==> src/rtl/instr_fetch.sv <==
// Instruction fetch / sequencing unit for the 9-bit core: owns the PC, follows
// taken bneg branches with zero bubbles and halts on the stp opcode.
module instr_fetch #(
    parameter int PC_W       = 10,
    parameter int START_ADDR = 0
) (
    input  logic            Clk,
    input  logic            Reset,
    input  logic            start,
    input  logic [8:0]      instruction,
    input  logic            branch_en,
    input  logic            neg_flag,
    input  logic            stall,
    output logic [PC_W-1:0] prog_ctr,
    output logic            running,
    output logic            done,
    output logic [15:0]     instr_count
);

    localparam logic [PC_W-1:0] START_PC = PC_W'(START_ADDR);

    typedef enum logic [1:0] {IDLE, RUN, HALT} state_t;

    state_t          state, state_nxt;
    logic [PC_W-1:0] pc_nxt, pc_seq, pc_br;
    logic [15:0]     cnt_nxt, cnt_inc;
    logic            is_stp;

    assign is_stp  = (instruction[8:6] == 3'b000);
    assign pc_seq  = prog_ctr + PC_W'(1);
    // Signed size cast sign-extends the 6-bit offset (or truncates for narrow PCs); wrap is modular.
    assign pc_br   = prog_ctr + PC_W'($signed(instruction[5:0]));
    assign cnt_inc = (instr_count == 16'hFFFF) ? instr_count : instr_count + 16'd1;

    always_ff @(posedge Clk) begin
        if (Reset) begin
            state       <= IDLE;
            prog_ctr    <= START_PC;
            instr_count <= '0;
        end else begin
            state       <= state_nxt;
            prog_ctr    <= pc_nxt;
            instr_count <= cnt_nxt;
        end
    end

    always_comb begin
        state_nxt = state;
        pc_nxt    = prog_ctr;
        cnt_nxt   = instr_count;
        case (state)
            IDLE, HALT: begin
                if (start) begin
                    state_nxt = RUN;
                    pc_nxt    = START_PC;
                    cnt_nxt   = '0;
                end
            end
            RUN: begin
                // A stalled cycle retires nothing; stp leaves the PC on its own address.
                if (!stall) begin
                    cnt_nxt = cnt_inc;
                    if (is_stp)
                        state_nxt = HALT;
                    else if (branch_en && neg_flag)
                        pc_nxt = pc_br;
                    else
                        pc_nxt = pc_seq;
                end
            end
            default: state_nxt = IDLE;
        endcase
    end

    always_comb begin
        running = (state == RUN);
        done    = (state == HALT);
    end

endmodule

==> config.mk <==
export PLATFORM = sky130hd
export DESIGN_NAME = instr_fetch
export DESIGN_NICKNAME = d
export VERILOG_FILES = /design/src/rtl/instr_fetch.sv
export SDC_FILE = /design/constraint.sdc
export NUM_CORES = 1
export LEC_CHECK = 0
export CORE_UTILIZATION = 40
export DETAILED_ROUTE_END_ITERATION = 8
export DONT_BUFFER_PORTS = 1
export PLACE_DENSITY = 0.53
export SYNTH_ARGS = -nofsm -noshare
export SYNTH_HDL_FRONTEND = slang
export SYNTH_SLANG_ARGS = --single-unit
==> constraint.sdc <==
create_clock -name Clk -period 4.5 [get_ports Clk]
set_input_delay 1.125 -clock Clk [delete_from_list [all_inputs] [get_ports Clk]]
set_output_delay 1.125 -clock Clk [all_outputs]
set_load 0.01 [all_outputs]
* Yosys cells after proc, flatten, opt, wreduce, memory -nomap -nowiden
Index checks and enable logic that the tools add are counted.
** Word-level totals
- Register bits :: 28
- Logic and storage cells :: 35
- Output and inout port bits :: 28
- Input port bits :: 15
** Operators by class
- Equality and inequality tests :: 8
- Reductions and logical operators :: 8
- Multiplexer cells :: 13
- Add/subtract/negate cells :: 3
** Operator list (number)
- 16-bit two-way mux :: 3
- 10-bit two-way mux :: 4
- 16-bit case mux with 2 select lines :: 1
- 10-bit case mux with 2 select lines :: 1
- 16-bit by 1-bit adder with 16-bit output (second input constant) :: 1
- 16-bit == test (second input constant) :: 1
- 10-bit by 1-bit adder with 10-bit output (second input constant) :: 1
- 10-bit adder :: 1
- 2-bit != test (second input constant) :: 4
- 4-bit AND reduction :: 2
- 2-bit two-way mux :: 3
- 2-bit case mux with 2 select lines :: 1
- 3-bit zero test :: 1
- 3-bit AND reduction :: 1
- 2-bit by 1-bit == test with 1-bit output (second input constant) :: 1
- 2-bit == test (second input constant) :: 1
- 2-bit zero test :: 1
- 2-bit by 1-bit != test with 1-bit output (second input constant) :: 1
- 2-bit nonzero test :: 1
- 2-bit OR reduction :: 1
- 1-bit logical AND :: 1

* Logic depth before layout (Yosys ltp)
Gate-level depths: netlist of the first run.
- Depth after elaboration :: 5
- Mapped depth :: 9

* Worst setup path before layout of the first run
OpenSTA, ideal clock, no wires.
- Kind :: input -> register
- Start point :: input instruction[0]
- End point :: register prog_ctr[6]
- Stages :: 9
- Path slack :: 1576 ps
- Arrival time :: 2807 ps
- Buffers on the path :: 0
- Required time :: 4383 ps
- Setup time :: 117 ps
- Cells stage by stage :: nand3b_1 ha_1 inv_1 fa_1 nor2b_1 o31a_1 o211a_1 or3_1 a32o_1
** Between the ends
- Longest elaborated chain between the ends :: 5
** RTL lines
- start, declared :: line 10 : input logic [8:0] instruction,
- 10-bit adder :: line 32 : assign pc_br = prog_ctr + PC_W'($signed(instruction[5:0]));
- 10-bit two-way mux :: line 65 : else if (branch_en && neg_flag)
- 10-bit two-way mux :: line 63 : if (is_stp)
- 10-bit two-way mux :: line 61 : if (!stall) begin
- 10-bit case mux with 2 select lines :: line 51 : case (state)
- end signal, assigned :: line 42 : prog_ctr <= pc_nxt;
- end, declared :: line 14 : output logic [PC_W-1:0] prog_ctr,
Every way passes these cells. The select of a mux whose other input is x is not followed.
A chain may end at the register's enable or synchronous reset.

* Worst setup path after layout of the first run
Ends and elaborated chain as after synthesis.

==> flow_metrics.tcl, run 1 <==
set metrics [dict create \
    status "finished, final reports clean" \
    synth_area_um2 1770 \
    slew_viol_final 0 \
    synth_warnings 0 \
    insertion_delay_ps 280 \
    syn_to_final_growth_pct 6.08 \
    cp.arrival_ps 2940 \
    postCtsSetupRepairBufs 0 \
    endpoint_kind "flop" \
    clock_sinks 28 \
    die-area_um2 4700 \
    clockBufferDepth 2 \
    worst-path-max-fanout 5 \
    drive_gt1_share_pct 5.26 \
    yosys_register_bits 28 \
    finalClockSkew_ps 3.82 \
    tritoncts "done" \
    yosysTopAreaCellShare_pct 31.7 \
    grt_max_degree 17 \
    vias_per_cell 5.96 \
    synth_edf_count 0 \
    antenna_found_initial 0 \
    hold_viol_final 0 \
    grt_pass1_vias 1422 \
    setup_viol 0 \
    placed_cell_area_um2 1810 \
    cap_violations 0 \
    netlist_top_cells_count "dfxtp_1, nor2_1, xnor2_1, inv_1, nand2_1" \
    rsz0062_at_grt "false" \
    synthTopCellsByArea "dfxtp_1, xnor2_1, nor2_1" \
    final.period_utilization_pct 61.2 \
    hpwl_um 3240 \
    die_height_um 68.5 \
    ioPinCount 43 \
    utilization_pct 45.6 \
    fin_ws_ps 1750 \
    dr.first_iter.drc_count 46 \
    ys_seq_area_share_pct 31.7 \
    vias 1544 \
    synth_fp_nets 233 \
    required_ps 4690 \
    cp-start-kind "primary input" \
    critical_path_class "in2reg" \
    cts-buffers-inserted 3 \
    place_ws_ps 1450 \
    fp.dieW_um 68.5 \
    hold-worst-slack_ps 571 \
    wire_per_inst_um 16.3 \
    avgSynthCellArea_um2 8.43 \
    remaining_drc_errors 0 \
    hold_buffers 0 \
    nets 233 \
    clock.fmax_ghz 0.363 \
    root_buffer "clkbuf_8" \
    grt_pass1_wl_um 6610 \
    antennaDiodeCount 0 \
    detail-route-antenna-nets 0 \
    finalNonFillerCells 259 \
    yosysUniqueCellTypes 51 \
    worstMarginPinSlew_ps 643 \
    overflow 0 \
    gp_congestion 0.821 \
    syn_inst 210 \
    yosys.area.top_type "dfxtp_1" \
    rows 23 \
    async_flop_share_pct 0 \
    dr.pass1.iters 4 \
    cellLeakagePower_nw 0.669 \
    fin_area_um2 1880 \
    slew_headroom_pct 56.8 \
    hold_path.class "reg2reg" \
    power.density_nw_per_um2 281 \
    port_buffers 0 \
    ir_worst_vdd_mv 0.248 \
    synth_ff_type "dfxtp_1" \
    cts_htree_levels 1 \
    clkTransAtPathRegs_ps 110 \
    power.total_mw 0.528 \
    min_period_ps 2750 \
    r2r_setup_slack_ps 2240 \
    start_util_pct 43.0 \
    postRouteWirelength_um 4220 \
    placedCellCount 255 \
    cts_resized 0 \
    tns_ps 0 \
    globalRouteTotalUtil_pct 18.9 \
    core_um2 4120 \
]
-- cells in the final DEF, fill, tap and decap left out, types with 3 or more instances in the layout --
cell type and count:
nor2_1 28, dfxtp_1 28, xnor2_1 16, inv_1 10
nand2_1 10, nand3_1 9, a21oi_1 8, a211oi_1 8
nor3_1 7, ha_1 7, and3_1 6, a22oi_1 5
nand2b_1 4, or3_1 4, nand4_1 4, nor2b_1 3
o21a_1 3, o2111ai_1 3, o21ai_0 3, a31oi_1 3
clkbuf_8 3
-- kinds of logic (layout without fill, tap and decap cells) --
group           count (synthesis)  in the layout  synth area share, %
fa+ha+maj                       8              8                 6.08
simple gates                   93             93                 29.9
compound gates                 47             47                 19.2
buf+inv                        15             14                 3.60
mux                             2              2                 1.13
xor+xnor                       17             17                 8.41
flops                          28             28                 31.7
-- registers in the layout (all words and copies together) (netlist names) --
name,flops
instr_count,16
prog_ctr,10
state,2
-- layer usage --
metal	track usage (%)	vias up	part of all wire (%)
li1	-	769	-
met1	26.1	734	48
met2	27.7	37	45
met3	4.93	4	5.8
met4	7.55	0	0.90
met5	0	-	0
-- area by class of cell --
| cell class | count | area (um^2) |
|---|---|---|
| Clock buffer | 3 | 41.3 |
| Sequential cell | 28 | 561 |
| Clock inverter | 1 | 30.0 |
| Multi-Input combinational cell | 167 | 1150 |
| Fill cell | 418 | 2240 |
| Inverter | 10 | 37.5 |
| Tap cell | 50 | 62.6 |
-- path summary, 6_finish.rpt --
kind	from	depth (start not counted)	to
min reg2reg	prog_ctr[9]	1	prog_ctr[9]
min	prog_ctr[9]	1	prog_ctr[9]
max reg2reg	prog_ctr[0]	8	prog_ctr[6]
max	instruction[0]	9	prog_ctr[6]
-- worst max-delay path, stage by stage --
cell and delay (ps):
nand3b_1 140, ha_1 210, inv_1 70, fa_1 200, nor2b_1 70, o31a_1 310, o211a_1 240, or3_1 340
a32o_1 240
-- power breakdown --
part           internal (mW)  switching, mW  leakage (nW)  total [mW]
Clock                  0.119         0.0875        0.0357       0.207
Combinational         0.0217         0.0314         0.407      0.0531
Sequential             0.254         0.0143         0.226       0.268
Note: power is estimated with default switching activity, not from simulation.
==> run 2, diff against run 1 <==
==> constraint.sdc (replaced) <==
create_clock -name Clk -period 2.7 [get_ports Clk]
set_input_delay 0.675 -clock Clk [delete_from_list [all_inputs] [get_ports Clk]]
set_output_delay 0.675 -clock Clk [all_outputs]
set_load 0.01 [all_outputs]
==> flow_metrics.tcl, run 2 (synthesized netlist as in run 1, its figures left out) <==
set metrics [dict create \
    cap_violations 0 \
    min_period_ps 2320 \
    die-area_um2 4700 \
    largest_registers "instr_count x16, prog_ctr x10, state x2" \
    rsz0062_at_grt "false" \
    overflow 0 \
    cts_resized 0 \
    grt_max_degree 17 \
    utilization_pct 46.0 \
    cp-start-kind "primary input" \
    hpwl_um 3270 \
    vias_per_cell 5.97 \
    grt_pass1_wl_um 7000 \
    clock_sinks 28 \
    insertion_delay_ps 280 \
    status "finished, final reports clean" \
    final_cell_mix "nor2_1, dfxtp_1, xnor2_1" \
    cellLeakagePower_nw 0.679 \
    vias 1559 \
    antenna_found_initial 0 \
    setup_viol 0 \
    slew_headroom_pct 53.8 \
    start_util_pct 43.0 \
    cp.arrival_ps 2500 \
    final.period_utilization_pct 85.8 \
    fp.dieW_um 68.5 \
    finalClockSkew_ps 2.00 \
    seqCellArea_um2 561 \
    critical_path_class "in2reg" \
    port_buffers 0 \
    power.density_nw_per_um2 467 \
    cts_htree_levels 1 \
    postRouteWirelength_um 4420 \
    die_height_um 68.5 \
    tns_ps 0 \
    nets 235 \
    gp_congestion 0.833 \
    ioPinCount 43 \
    wire_per_inst_um 17.0 \
    hold_viol_final 0 \
    fillCellCount 421 \
    grt_pass1_vias 1508 \
    dr.first_iter.drc_count 58 \
    top_register "instr_count" \
    hold_path.class "in2reg" \
    worstMarginPinSlew_ps 687 \
    ir_worst_vdd_mv 0.212 \
    drive_gt1_share_pct 6.16 \
    remaining_drc_errors 0 \
    core_um2 4120 \
    endpoint_kind "flop" \
    slew_viol_final 0 \
    largest_reg_flops 16 \
    dr.pass1.iters 4 \
    root_buffer "clkbuf_8" \
    tritoncts "done" \
    syn_to_final_growth_pct 6.93 \
    clkTransAtPathRegs_ps 100 \
    globalRouteTotalUtil_pct 20.2 \
    required_ps 2880 \
    worst-path-max-fanout 5 \
    multi_input_comb_area_um2 1150 \
    rows 23 \
    postCtsSetupRepairBufs 0 \
    hold_buffers 0 \
    detail-route-antenna-nets 0 \
    clock.fmax_ghz 0.432 \
    antennaDiodeCount 0 \
    cts-buffers-inserted 3 \
    clockBufferDepth 2 \
]
run 2: changes by cell type in the layout (fill, tap and decap cells not counted), sizes merged:
cell and change:
buf +2
run 2: report_power, final:
part	internal, mW	total (mW)	switching [mW]
registers	0.424	0.448	0.0241
clock network	0.199	0.345	0.146
logic	0.0377	0.0910	0.0533
total	0.660	0.883	0.223
run 2: through the flow:
| step | instance area, um^2 | setup WS, ps | power [mW] | cells | hold slack [ps] |
|---|---|---|---|---|---|
| after floorplan | 1770 | 226 | 0.529 | 210 | 518 |
| after global placement | 1820 | 173 | 0.544 | 257 | 540 |
| after detailed placement | 1820 | 95.6 | 0.547 | 257 | 546 |
| after CTS | 1890 | 396 | 0.895 | 261 | 440 |
| after global routing | 1890 | 307 | 0.924 | 261 | 434 |
| final | 1890 | 383 | 0.883 | 261 | 447 |
run 2: worst paths after layout:
path                   from     endpoint  cells after the start  slack [ps]
max reg2reg     prog_ctr[0]  prog_ctr[6]                      8         440
min reg2reg     prog_ctr[9]  prog_ctr[9]                      1         560
min                   Reset     state[0]                      1         450
max          instruction[0]  prog_ctr[6]                      9         380
run 2: worst max-delay path, cell delays in order:
cell and delay (ps):
nand3b_1 130, ha_1 200, inv_1 70, fa_1 190, nor2b_1 60, o31a_1 300
o211a_1 240, or3_1 360, a32o_1 260
run 2: area by class of cell:
| cell class | instances | share of cell area [%] |
|---|---|---|
| clock buffer | 3 | 2.18 |
| clock inverter | 1 | 1.59 |
| inverter | 10 | 1.98 |
| multi-input combinational | 167 | 60.5 |
| sequential | 28 | 29.6 |
| tap | 50 | 3.30 |
| timing repair buffer | 2 | 0.793 |
run 2: routing by layer:
layer / routed length (um) / vias up / track usage (%) / part of all wire (%)
li1: - / 776 / - / -
met1: 2210 / 729 / 26.5 / 50
met2: 1890 / 48 / 31.3 / 43
met3: 265 / 6 / 4.93 / 6.0
met4: 55 / 0 / 8.59 / 1.2
met5: 0 / - / 0 / 0
